File: src/rtl/hazard_scoreboard_if.sv
// ID-stage bundle for hazard_scoreboard: issue record and source reads in,
// stall/bubble/forward decisions and status out.
interface hazard_scoreboard_if #(
   parameter int unsigned CNTW = 16
);
   logic            issue_valid;
   logic            issue_regwrite;
   logic            issue_load;
   logic [4:0]      issue_dst;
   logic [4:0]      read1;
   logic [4:0]      read2;
   logic            read1_used;
   logic            read2_used;
   logic            stall;
   logic            bubble;
   logic [1:0]      fwd_a;
   logic [1:0]      fwd_b;
   logic [1:0]      inflight;
   logic [CNTW-1:0] stall_count;

   modport master (
      output issue_valid, issue_regwrite, issue_load, issue_dst,
      output read1, read2, read1_used, read2_used,
      input  stall, bubble, fwd_a, fwd_b, inflight, stall_count
   );

   modport slave (
      input  issue_valid, issue_regwrite, issue_load, issue_dst,
      input  read1, read2, read1_used, read2_used,
      output stall, bubble, fwd_a, fwd_b, inflight, stall_count
   );
endinterface

File: src/rtl/hazard_scoreboard.sv
// Tracks register writes through EX/MEM/WB and issues stall/bubble/forward controls to ID.
// Define HAZARD_SCOREBOARD_FWD_EN for forwarding mode; default build is interlock-only.
module hazard_scoreboard #(
   parameter int unsigned DEPTH = 3,
   parameter int unsigned CNTW  = 16
) (
   input logic                clk,
   input logic                reset_n,
   hazard_scoreboard_if.slave bus
);
   typedef struct packed {
      logic       valid;
      logic       load;
      logic [4:0] dst;
   } entry_t;

   entry_t [DEPTH-1:0] entry_q, entry_d;
   logic [CNTW-1:0]    cnt_q, cnt_d;
   logic [DEPTH-1:0]   match_a, match_b;
   logic [1:0]         sel_a, sel_b;
   logic [1:0]         pop;
   logic               hazard;
   logic               stall;
   logic               unused_bits;

   always_comb begin
      match_a = '0;
      match_b = '0;
      for (int i = 0; i < DEPTH; i++) begin
         match_a[i] = entry_q[i].valid && (entry_q[i].dst == bus.read1) &&
                      bus.read1_used && (bus.read1 != 5'd0);
         match_b[i] = entry_q[i].valid && (entry_q[i].dst == bus.read2) &&
                      bus.read2_used && (bus.read2 != 5'd0);
      end
   end

`ifdef HAZARD_SCOREBOARD_FWD_EN
   // Walk oldest to youngest so the lowest matching stage is what remains.
   always_comb begin
      sel_a = '0;
      sel_b = '0;
      for (int i = DEPTH - 1; i >= 0; i--) begin
         if (match_a[i]) sel_a = 2'(i + 1);
         if (match_b[i]) sel_b = 2'(i + 1);
      end
   end

   assign hazard      = entry_q[0].load && (match_a[0] || match_b[0]);
   assign unused_bits = entry_q[DEPTH-1].load;
`else
   assign sel_a       = '0;
   assign sel_b       = '0;
   // The WB stage writes through the register file, so it never interlocks.
   assign hazard      = (|match_a[DEPTH-2:0]) || (|match_b[DEPTH-2:0]);
   assign unused_bits = ^{entry_q[DEPTH-1].load, match_a[DEPTH-1], match_b[DEPTH-1]};
`endif

   assign stall = reset_n && hazard;

   always_comb begin
      pop = '0;
      for (int i = 0; i < DEPTH; i++) begin
         pop = pop + 2'(entry_q[i].valid);
      end
   end

   always_comb begin
      bus.stall       = stall;
      bus.bubble      = stall;
      bus.fwd_a       = reset_n ? sel_a : 2'd0;
      bus.fwd_b       = reset_n ? sel_b : 2'd0;
      bus.inflight    = reset_n ? pop : 2'd0;
      bus.stall_count = cnt_q;
   end

   always_comb begin
      entry_d = '0;
      if (!stall) begin
         entry_d[0].valid = bus.issue_valid && bus.issue_regwrite && (bus.issue_dst != 5'd0);
         entry_d[0].load  = bus.issue_load;
         entry_d[0].dst   = bus.issue_dst;
      end
      for (int i = 1; i < DEPTH; i++) begin
         entry_d[i] = entry_q[i-1];
      end
      cnt_d = cnt_q;
      if (stall && !(&cnt_q)) cnt_d = cnt_q + CNTW'(1);
   end

   always_ff @(posedge clk) begin
      if (!reset_n) begin
         entry_q <= '0;
         cnt_q   <= '0;
      end else begin
         entry_q <= entry_d;
         cnt_q   <= cnt_d;
      end
   end
endmodule

File: src/flat_wrapper.sv
// flat-port wrapper written by rule: the top's interface ports become plain ports
module hazard_scoreboard_flat 
#(
   parameter int unsigned DEPTH = 3,
   parameter int unsigned CNTW  = 16
)
  (clk, reset_n, bus_issue_valid, bus_issue_regwrite, bus_issue_load, bus_issue_dst, bus_read1, bus_read2, bus_read1_used, bus_read2_used, bus_stall, bus_bubble, bus_fwd_a, bus_fwd_b, bus_inflight, bus_stall_count);
  hazard_scoreboard_if #(.CNTW(CNTW)) bus_i ();
  input logic clk;
  input logic reset_n;
  input wire logic [$bits(bus_i.issue_valid)-1:0] bus_issue_valid;
  input wire logic [$bits(bus_i.issue_regwrite)-1:0] bus_issue_regwrite;
  input wire logic [$bits(bus_i.issue_load)-1:0] bus_issue_load;
  input wire logic [$bits(bus_i.issue_dst)-1:0] bus_issue_dst;
  input wire logic [$bits(bus_i.read1)-1:0] bus_read1;
  input wire logic [$bits(bus_i.read2)-1:0] bus_read2;
  input wire logic [$bits(bus_i.read1_used)-1:0] bus_read1_used;
  input wire logic [$bits(bus_i.read2_used)-1:0] bus_read2_used;
  output wire logic [$bits(bus_i.stall)-1:0] bus_stall;
  output wire logic [$bits(bus_i.bubble)-1:0] bus_bubble;
  output wire logic [$bits(bus_i.fwd_a)-1:0] bus_fwd_a;
  output wire logic [$bits(bus_i.fwd_b)-1:0] bus_fwd_b;
  output wire logic [$bits(bus_i.inflight)-1:0] bus_inflight;
  output wire logic [$bits(bus_i.stall_count)-1:0] bus_stall_count;
  assign bus_i.issue_valid = bus_issue_valid;
  assign bus_i.issue_regwrite = bus_issue_regwrite;
  assign bus_i.issue_load = bus_issue_load;
  assign bus_i.issue_dst = bus_issue_dst;
  assign bus_i.read1 = bus_read1;
  assign bus_i.read2 = bus_read2;
  assign bus_i.read1_used = bus_read1_used;
  assign bus_i.read2_used = bus_read2_used;
  assign bus_stall = bus_i.stall;
  assign bus_bubble = bus_i.bubble;
  assign bus_fwd_a = bus_i.fwd_a;
  assign bus_fwd_b = bus_i.fwd_b;
  assign bus_inflight = bus_i.inflight;
  assign bus_stall_count = bus_i.stall_count;
  hazard_scoreboard #(.DEPTH(DEPTH), .CNTW(CNTW)) u_core (.clk(clk), .reset_n(reset_n), .bus(bus_i));
endmodule
File: config.mk
export PLATFORM = sky130hd
export DESIGN_NAME = hazard_scoreboard_flat
export DESIGN_NICKNAME = d
export VERILOG_FILES = /design/src/rtl/hazard_scoreboard_if.sv /design/src/rtl/hazard_scoreboard.sv /design/src/flat_wrapper.sv
export SDC_FILE = /design/constraint.sdc
export NUM_CORES = 1
export LEC_CHECK = 0
export BUFFER_PORTS_ARGS = -buffer_cell sky130_fd_sc_hd__buf_2
export CORE_MARGIN = 2
export CORE_UTILIZATION = 46
export CTS_CLUSTER_SIZE = 25
export DETAILED_ROUTE_END_ITERATION = 6
export PLACE_DENSITY = 0.75
export SYNTH_ARGS = -nofsm -noshare
export SYNTH_HDL_FRONTEND = slang
export SYNTH_SLANG_ARGS = --single-unit
export TNS_END_PERCENT = 10
File: constraint.sdc
create_clock -name clk -period 1.98 [get_ports clk]
set_input_delay 0.099 -clock clk [delete_from_list [all_inputs] [get_ports clk]]
set_output_delay 0.099 -clock clk [all_outputs]
set_load 0.02 [all_outputs]
-- Yosys cells after proc, flatten, opt, wreduce, memory -nomap -nowiden
Cells that the tools add are included.
- flip-flop bits (word level): 29
- input bits: 22
- word-level logic and storage cells: 40
- add/subtract/negate cells: 3
- equal/unequal tests: 4
- muxes and demuxes: 1
- bitwise logic cells: 1
- reductions and logical operators: 25
- operators with widths (operator ; number):
    5-bit equality test ; 4
    16-bit by 1-bit adder with 16-bit output, second input constant ; 1
    1-bit logical AND ; 16
    16-bit AND reduction ; 1
    5-bit nonzero test ; 3
    2-bit OR reduction ; 3
    1-bit by 1-bit adder with 2-bit output ; 1
    2-bit by 1-bit adder with 2-bit output ; 1
    2-bit 2-to-1 mux ; 1
    1-bit zero test ; 1
    1-bit logical OR ; 1
    1-bit NOT ; 1

-- Depth between registers and ports, before layout
Gate-level depths: netlist of the first run.
- depth after elaboration: 8
- mapped depth: 9
- depth with buffers taken out: 6

-- Worst setup path after synthesis of the first run
Ideal clock, no wire load.
- path kind: reg-to-reg
- start point: reg u_core.cnt_q[8] (netlist: u_core.bus.stall_count[8])
- end point: reg u_core.cnt_q[5] (netlist: u_core.bus.stall_count[5])
- arrival time: 1.913 ns
- required time: 1.910 ns
- path slack: -0.003 ns
- stages on the path, launching flop included: 9
- path buffers: 2
- period minus slack after synthesis: 1.983 ns
- cell sequence: dfxtp_1 and4_4 and3_4 and3_4 and3_4 buf_6 buf_6 or4_1 a21oi_1
- word-level cells in the longest chain between the ends: 3
- ends and longest elaborated chain (what ; RTL line ; RTL):
    from (decl) ; hazard_scoreboard.sv:18 ; logic [CNTW-1:0] cnt_q, cnt_d;
    from (signal assigned) ; hazard_scoreboard.sv:96 ; cnt_q <= cnt_d;
    16-bit AND reduction ; hazard_scoreboard.sv:87 ; if (stall && !(&cnt_q)) cnt_d = cnt_q + CNTW'(1);
    1-bit zero test ; hazard_scoreboard.sv:87 ;
    1-bit logical AND ; hazard_scoreboard.sv:87 ;
No other way between the ends.
A chain may end at the register's enable or synchronous reset.

-- Worst setup path in the final report of the first run
- start point: reg u_core.cnt_q[9] (netlist: u_core.bus.stall_count[9])
- end point: reg u_core.cnt_q[11] (netlist: u_core.bus.stall_count[11])
- word-level cells in the longest chain between the ends: 3
- elaborated cells between the ends (all ways): 4
- those cells by class: 1 x add/sub; 3 x reduce/logical
- ends and longest elaborated chain (what):
    parallel branches: the longest is 3 deep, another holds 16-bit by 1-bit adder with 16-bit output
Parallel ways; which one is timed is not known.

==> impl_metrics.yaml, run 1 <==
status:
  status: "completed"
sta:
  fin_crit_sh_pct: 94.2
  rsz0062_at_grt: "false"
  hold_viol: 0
  drv_slew: 0
  tns_ns: 0
  fin_skew_ns: 0.00633
  max_freq_ghz: 0.536
  setup_viol: 0
  holdWs_ns: 0.0210
  layout_min_cycle_time_ns: 1.87
  fin_ws_ns: 0.114
worst_setup_path:
  reg2regPathDepth: 6
  reg2reg_slack_ns: 0.11
  cp.arrival_ns: 2.12
  timing.rr.end: "u_core.bus.stall_count[11]"
  slowest_delay_ns: 0.48
  path_common_cell: "and3_4"
  cp_slowest_cell: "or4_1"
  worstPathCellList: "and4_4 -> and3_4 -> and3_4 -> and3_4 -> or4_1 -> a21oi_1"
  crit_buf_inv: 0
  cp.required_ns: 2.23
  path_class: "reg2reg"
  regToRegStartpoint: "u_core.bus.stall_count[9]"
  cp_top_family: "simple AND/OR/NAND/NOR gates"
  critPathCaptureType: "register"
  cp_max_fo: 26
  start_kind: "register"
logic_synthesis:
  yosys.area_share.simple_pct: 27.1
  yosys_warnings: 0
  synth-seq-cells: 29
  synthCells: 173
  synth-seq-area-share_pct: 37.1
  synth_top_family_by_area: "simple AND/OR/NAND/NOR gates"
  synth.avg_cell_area_um2: 9.05
  synth_area_um2: 1570
  muxShareOfSynthArea_pct: 1.28
  synth-xor-area-share_pct: 11.2
  synth-adder-area-share_pct: 2.08
  synth_cell_types: 37
  synth_compound_area_share_pct: 14.8
clock_network:
  cts.clk_slew.worst_paths_ns: 0.09
  htreeDepth: 2
  postCtsSetupRepairBufs: 0
  cts-root-buf: "clkbuf_4"
  cts_buffers: 5
  clk-insertion-delay-late_ns: 0.32
  cts_tree: "built"
  cts_buffer_depth: 2
  clock_sinks: 29
cells_and_area:
  fin_util_pct: 56.9
  areaGrowthSynthToFinish_pct: 20.2
  regArea_um2: 592
  stdcell_area_um2: 1880
  n_fill_cell: 313
  drive_gt1_share_pct: 32.9
  final_cells: 262
  num_antenna_cells: 0
  nNetsFinal: 239
  multi_input_comb_area_um2: 921
die:
  core_area_um2: 3310
  rows: 21
  io-pin-count: 46
  die_h_um: 62.4
  start_util_pct: 47.3
  die_area_um2: 3890
  die_w_um: 62.4
power_and_ir_drop:
  pwr_density_cell_nw_per_um2: 562
  ir_drop_uv: 362
  power_mw: 1.06
  leakage_nw: 0.730
route:
  wl_met1_mm: 1.63
  first_iter_violations: 27
  wl_per_cell_um: 12.4
  antenna_left: 0
  vias: 1408
  top_layer: "met4"
  drtPass1Iterations: 4
  dr_wl_met3_um: 165
  wl_met2_mm: 1.41
  drc: 0
  wl_mm: 3.25
  vias_per_cell: 5.37
hold_path:
  min_to: "u_core.entry_d[8]"
  min_from: "bus_issue_dst[1]"
  hp-class: "in2reg"
  min_path_cells: 2
flow_run:
  drv_cap: 0
global_route:
  gr-total-overflow: 0
  antenna_found_initial: 0
  grt_max_degree: 35
  grtUsageTotal_pct: 17.6
  grt_pass1_wl_mm: 5.49
  grt_pass1_vias: 1184
placement:
  dp.cells: 254
  dpl_cell_area_um2: 1800
  port-buffer-count: 40
  pre_cts_ws_ns: 0.0821
  hpwl_mm: 2.36
  place.gp.congestion: 0.833
==> routing by layer <==
layer / up-vias / global-route usage [%]
met5: - / 0
met4: 0 / 5.83
met3: 7 / 5.43
met2: 30 / 25.7
met1: 657 / 24.7
li1: 714 / -
==> where the power goes <==
| group | switching [mW] | total (mW) | internal [mW] | leakage, nW |
|---|---|---|---|---|
| Combinational | 0.0565 | 0.113 | 0.0564 | 0.459 |
| Clock | 0.202 | 0.337 | 0.135 | 0.0320 |
| Sequential | 0.0130 | 0.609 | 0.596 | 0.239 |
==> synthesized netlist by cell type (all sizes together) <==
master / instances / area share, %
dfxtp: 29 / 37
xnor2: 20 / 11
nand2: 13 / 3.1
or4: 12 / 5.8
a21oi: 11 / 3.5
buf: 10 / 5.1
and2: 9 / 3.6
nand3: 9 / 2.9
o31ai: 9 / 4.3
and3: 8 / 4.2
nand4: 5 / 2.0
clkbuf: 4 / 0.96
nand2b: 4 / 1.6
and4: 2 / 1.3
mux2i: 2 / 1.3
nor2: 2 / 0.48
nor3: 2 / 0.64
nor4: 2 / 0.80
o21a: 2 / 0.96
o21ai: 2 / 0.64
o22ai: 2 / 0.80
o311ai: 2 / 1.1
o41ai: 2 / 1.1
a22o: 1 / 0.56
a22oi: 1 / 0.80
conb: 1 / 0.24
fa: 1 / 1.3
ha: 1 / 0.80
inv: 1 / 0.24
nor2b: 1 / 0.40
o211ai: 1 / 0.48
o21bai: 1 / 0.48
or3: 1 / 0.40
==> layout by cell type (no fill, tap or decap), types with 9 or more instances in the layout <==
cell type	instances
a21oi_1	11
nand2_1	13
xnor2_1	19
dfxtp_1	20
buf_2	40
o31ai_1	9
and2_1	9
or4_1	12
dfxtp_2	9
nand3_1	9
==> worst max-delay path by stage <==
stage / from / to / slack [ns] / depth (start not counted)
after floorplan: u_core.bus.stall_count[9] / u_core.bus.stall_count[5] / 0.00008 / 8
after global placement: u_core.entry_d[18] / u_core.bus.stall_count[8] / 0.1 / 7
after detailed placement: u_core.entry_d[10] / u_core.bus.stall_count[10] / 0.08 / 7
after CTS: u_core.entry_d[10] / bus_bubble / 0.05 / 7
final: u_core.bus.stall_count[9] / u_core.bus.stall_count[11] / 0.11 / 6
after global routing: u_core.bus.stall_count[9] / u_core.bus.stall_count[12] / 0.007 / 6
==> cell type report <==
cell class                 count  area share [%]
multi-input combinational    132            48.9
tap                           46            3.06
clock inverter                 2           0.532
timing repair buffer          46            13.7
clock buffer                   6            2.19
inverter                       1           0.199
sequential                    29            31.4
==> worst reg2reg max path, cell delays in order, from the launching register on <==
cell and delay, ns:
dfxtp_1 0.35, and4_4 0.20, and3_4 0.18, and3_4 0.18
and3_4 0.25, or4_1 0.48, a21oi_1 0.15
==> flip-flops by register name, summed over array words and instances, names as in the netlist <==
| register | cells |
|---|---|
| u_core.bus.stall_count | 16 |
| u_core.entry_d | 12 |
| u_core.entry_q | 1 |
==> cells by family (layout without fill, tap and decap cells) <==
group | count (synthesis) | after routing
and+or+nand+nor | 70 | 70
AOI/OAI and AO/OA | 34 | 34
DFF | 29 | 29
xor gates and xnor gates | 20 | 20
buffers and inverters | 15 | 55
adders and majority gates | 2 | 2
muxes | 2 | 2
other | 1 | 4
==> what timing repair did <==
action,4_1_cts,5_1_grt
hold endpoints to repair,0,0
hold buffers,0,0
endpoints found under the setup margin,0,14
resized for setup,0,11
No activity file was read; power rests on OpenSTA's default activity.
==> inputs of run 2 (changes only) <==
PLACE_DENSITY = 0.74   (was 0.75)
==> run 2 against run 1 <==
Sequential share of layout area fell by 0.87 points. Register-to-register slack barely moved. Largest power group unchanged. Utilization up 1.2 points. Highest routed layer unchanged. Maximum frequency is 0.49% lower. Global-route usage rose by 0.99 points. Clock skew rose by 0.0056 ns. Critical path depth increased by 1.
==> impl_metrics.yaml, run 2 (synthesized netlist as in run 1, its figures left out) <==
cells_and_area:
  largest_reg_flops: 16
  nNetsFinal: 243
  multi_input_comb_area_um2: 907
  stdcell_area_um2: 1920
  final_cell_mix: "buf_2 (40), dfxtp_1 (23), xnor2_1 (20)"
  drive_gt1_share_pct: 30.5
  num_antenna_cells: 0
  regArea_um2: 588
  layout_commonest_cell: "buf_2"
  areaGrowthSynthToFinish_pct: 22.8
  n_fill_cell: 331
route:
  wl_per_cell_um: 12.7
  wl_mm: 3.39
  drtPass1Iterations: 4
  first_iter_violations: 46
  antenna_left: 0
  vias_per_cell: 5.24
  drc: 0
  vias: 1394
sta:
  layout_min_cycle_time_ns: 1.87
  setup_viol: 0
  hold_viol: 0
  fin_skew_ns: 0.0119
  tns_ns: 0
  drv_slew: 0
  worst_slew_pin_slew_ns: 0.539
  relSlewSlack_pct: 64.1
  rsz0062_at_grt: "false"
  max_freq_ghz: 0.533
  fin_crit_sh_pct: 94.7
power_and_ir_drop:
  ir_drop_uv: 422
  pwr_density_cell_nw_per_um2: 594
  power_mw: 1.14
  leakage_nw: 0.748
worst_setup_path:
  cp_max_fo: 34
  cp.arrival_ns: 1.78
  path_class: "reg2out"
  start_kind: "register"
  critPathCaptureType: "output port"
  reg2reg_slack_ns: 0.11
  cp.required_ns: 1.88
clock_network:
  postCtsSetupRepairBufs: 0
  cts_buffers: 5
  cts_tree: "built"
  cts.clk_slew.worst_paths_ns: 0.09
  cts-root-buf: "clkbuf_4"
  clock_sinks: 29
  htreeDepth: 2
  clk-insertion-delay-late_ns: 0.34
  cts_buffer_depth: 2
global_route:
  antenna_found_initial: 0
  gr-total-overflow: 0
  grtUsageTotal_pct: 18.6
  grt_max_degree: 35
  met2_usage_pct: 27.6
  met3_usage_pct: 6.16
  grt_util_met1_pct: 24.9
  top_usage_layer: "met2"
  grt_pass1_vias: 1239
  grt_pass1_wl_mm: 5.73
die:
  io-pin-count: 46
  die_area_um2: 3890
  die_w_um: 62.4
  start_util_pct: 47.3
  die_h_um: 62.4
  core_area_um2: 3310
  rows: 21
placement:
  place.gp.congestion: 0.905
  port-buffer-count: 40
  hpwl_mm: 2.37
  dpl_cell_area_um2: 1800
hold_path:
  hp-class: "in2reg"
flow_run:
  drv_cap: 0
status:
  status: "completed"
-- run 2: cell types whose count changed in the layout (fill, tap and decap cells not counted), sizes merged --
| cell | delta |
|---|---|
| clkbuf | +1 |
| clkinv | -1 |
| dlygate4sd3 | +4 |
-- run 2: path summary, 6_finish.rpt --
kind,startpoint,to,cells after the start
worst max-delay path,u_core.entry_d[10],bus_bubble,7
worst min-delay path,bus_issue_dst[1],u_core.entry_d[8],2
worst max register to register,u_core.entry_d[10],u_core.bus.stall_count[10],7
worst min register to register,u_core.bus.stall_count[10],u_core.bus.stall_count[10],2
-- run 2: where the power goes --
group          internal [mW]  total, mW  leakage, nW  switching (mW)
clock network          0.205      0.418       0.0413           0.212
registers              0.596      0.608        0.238          0.0128
logic                 0.0597      0.116        0.468          0.0567
-- run 2: area by class of cell --
type	instances	area share [%]
clock inverter	1	0.260
sequential	29	30.6
timing repair buffer	50	15.5
multi-input combinational	132	47.1
clock buffer	7	3.38
inverter	1	0.195
tap	46	2.99
-- run 2: routing by layer --
metal  vias to the layer above  wire [um]
met4                         0         61
met1                       639       1610
met5                         -          0
li1                        722          -
met3                         6        165
met2                        27       1550
-- run 2: per-stage QoR --
stage / hold slack (ns) / utilization [%] / cells / setup slack [ns]
after floorplan: 0.249 / - / 176 / 0.0000842
after global placement: 0.346 / 54.4 / 254 / 0.0773
after detailed placement: 0.347 / 54.4 / 254 / 0.0689
after CTS: 0.00827 / 57.7 / 266 / 0.0309
after global routing: 0.0149 / 58.1 / 266 / 0.00292
final: 0.0216 / 58.1 / 266 / 0.105
-- run 2: worst max-delay path, stage by stage (launching register included) --
cell and delay [ns]:
dfxtp_1 0.39, xnor2_1 0.13, nand4_1 0.12, o22ai_2 0.21
a22oi_2 0.12, buf_12 0.18, nor2_1 0.11, buf_2 0.18
-- run 2: timing repair --
item	CTS	global route
resized for setup	0	6
hold buffers	4	0
hold endpoints to repair	4	0
setup endpoints to repair	0	13
==> inputs of run 3 (changes only) <==
clock period = 1.65 ns   (was 1.98 ns; I/O delays follow)
==> run 3 against run 2 <==
The flow now finishes with violations (negative setup slack). Final area increased by 15%. Utilization increased by 9.0 points. Sequential power increased by 20%. Power increased by 15%. Non-clock buffer count increased by 29. Critical path type is now reg2reg. Largest cell class unchanged. Largest power group unchanged.
==> impl_metrics.yaml, run 3 (synthesized netlist as in run 1, its figures left out) <==
route:
  antenna_left: 0
  first_iter_violations: 79
  drc: 0
  vias_per_cell: 5.37
  wl_mm: 4.13
  drtPass1Iterations: 4
  vias: 1585
  wl_per_cell_um: 14.0
power_and_ir_drop:
  p_sw_uw: 344
  p_clk_share_pct: 31.9
  p_seq_share_pct: 55.7
  ir_drop_uv: 420
  pwr_density_cell_nw_per_um2: 590
  p_int_uw: 967
  leakage_nw: 0.924
  sw_frac_of_total_pct: 26.2
  combPwrFrac_pct: 12.4
worst_setup_path:
  cp_top_family: "simple AND/OR/NAND/NOR gates"
  cp_max_fo: 14
  critPathCaptureType: "register"
  cp.arrival_ns: 2.21
  reg2reg_slack_ns: -0.30
  path_class: "reg2reg"
  cp.required_ns: 1.91
  cp_slowest_cell: "or4_4"
  crit_buf_inv: 1
  timing.rr.end: "u_core.bus.stall_count[13]"
  slowest_delay_ns: 0.51
  regToRegStartpoint: "u_core.entry_d[7]"
  reg2regPathDepth: 7
  start_kind: "register"
  worstPathCellList: "xnor2_1 -> nand4_1 -> o22ai_2 -> a22oi_2 -> buf_12 -> or4_4 -> a21oi_1"
cells_and_area:
  fin_util_pct: 67.1
  n_fill_cell: 271
  num_antenna_cells: 0
  largest_reg_flops: 16
  final_cell_mix: "buf_2 (37), buf_4 (33), xnor2_1 (18)"
  nNetsFinal: 272
  layout_commonest_cell: "buf_2"
  drive_gt1_share_pct: 44.2
  areaGrowthSynthToFinish_pct: 41.8
clock_network:
  cts_tree: "built"
  cts.clk_slew.worst_paths_ns: 0.09
  clock_sinks: 29
  clk-insertion-delay-late_ns: 0.33
  cts_buffers: 5
  cts-root-buf: "clkbuf_4"
  cts_buffer_depth: 2
  htreeDepth: 2
die:
  rows: 21
  io-pin-count: 46
  core_area_um2: 3310
  die_w_um: 62.4
  die_area_um2: 3890
  start_util_pct: 47.3
  die_h_um: 62.4
sta:
  fin_ws_ns: -0.300
  setup_viol: 24
  rsz0062_at_grt: "true"
  layout_min_cycle_time_ns: 1.95
  tns_ns: -3.84
  hold_viol: 0
  fin_crit_sh_pct: 118
  relSlewSlack_pct: 61.8
  worst_slew_pin_slew_ns: 0.573
  drv_slew: 0
  fin_skew_ns: 0.00626
  max_freq_ghz: 0.513
status:
  status: "finished with violations"
  violations: "negative setup slack"
global_route:
  antenna_found_initial: 0
  grtUsageTotal_pct: 22.1
  grt_pass1_wl_mm: 6.71
  grt_max_degree: 25
  gr-total-overflow: 0
  grt_pass1_vias: 1471
flow_run:
  drv_cap: 0
hold_path:
  min_to: "u_core.entry_d[13]"
  hp-class: "in2reg"
  min_path_cells: 3
  min_from: "bus_issue_valid"
placement:
  place.gp.congestion: 0.894
  hpwl_mm: 2.73
  port-buffer-count: 40
==> run 3: cell types whose count changed in the layout (fill, tap and decap cells not counted), moves of 3 or more <==
cell | before | now
dfxtp_1 | 23 | 14
buf_4 | 5 | 33
clkbuf_1 | 0 | 3
dfxtp_2 | 6 | 14
buf_2 | 40 | 37
==> run 3: area by class of cell <==
cell class | count | area [um2] | share of cell area [%]
Clock buffer | 8 | 48.8 | 2.20
Tap cell | 46 | 57.6 | 2.59
Timing Repair Buffer | 79 | 558 | 25.1
Sequential cell | 29 | 602 | 27.1
Multi-Input combinational cell | 132 | 951 | 42.8
Inverter | 1 | 3.75 | 0.169
==> run 3: repair_timing <==
action                                 CTS  global route
cloned                                   1             0
pin swaps                               19             2
setup endpoints to repair               17            24
gates resized for setup                 17             8
setup buffers                            2             1
endpoints found under the hold margin    5             0
hold buffers                             5             0
==> run 3: worst max path at each step <==
stage                                          start                          to  slack, ns  depth (start not counted)
after global placement            u_core.entry_d[17]   u_core.bus.stall_count[8]      -0.22                          7
final                              u_core.entry_d[7]  u_core.bus.stall_count[13]      -0.30                          7
after CTS                         u_core.entry_d[18]                  bus_bubble      -0.19                          7
after floorplan           u_core.bus.stall_count[10]   u_core.bus.stall_count[4]      -0.20                          8
after detailed placement           u_core.entry_d[7]  u_core.bus.stall_count[13]      -0.29                          7
after global routing              u_core.entry_d[10]  u_core.bus.stall_count[13]      -0.40                          7
==> run 3: worst min-delay path, delay by kind of cell <==
kind | cells | cell delay, ns
buf+inv | 1 | 0.09
simple gates | 1 | 0.05
compound gates | 1 | 0.08
==> run 3: per-layer routing <==
metal | global-route usage, % | part of all wire [%]
met5 | 0 | 0
met4 | 11.4 | 3.5
met3 | 4.89 | 4.5
met2 | 35.6 | 49
met1 | 28.0 | 43
==> run 3: metrics by stage <==
stage	setup slack (ns)	instances	power [mW]	cell area, um2	hold WS (ns)
final	-0.300	295	1.31	2220	0.00926
after CTS	-0.188	294	1.30	2180	0.0127
after floorplan	-0.202	176	0.830	1590	0.224
after global placement	-0.217	278	0.878	1990	0.329
after global routing	-0.398	295	1.36	2220	0.0479
after detailed placement	-0.286	278	0.882	1990	0.332
==> run 3: power by group through the flow <==
| stage | logic, mW | registers (mW) | clock network (mW) |
|---|---|---|---|
| global route | 0.178 | 0.732 | 0.449 |
| CTS | 0.156 | 0.728 | 0.419 |
| global placement | 0.137 | 0.741 | 0 |
| floorplan | 0.0900 | 0.740 | 0 |
| finish | 0.162 | 0.730 | 0.419 |
| detailed placement | 0.140 | 0.742 | 0 |
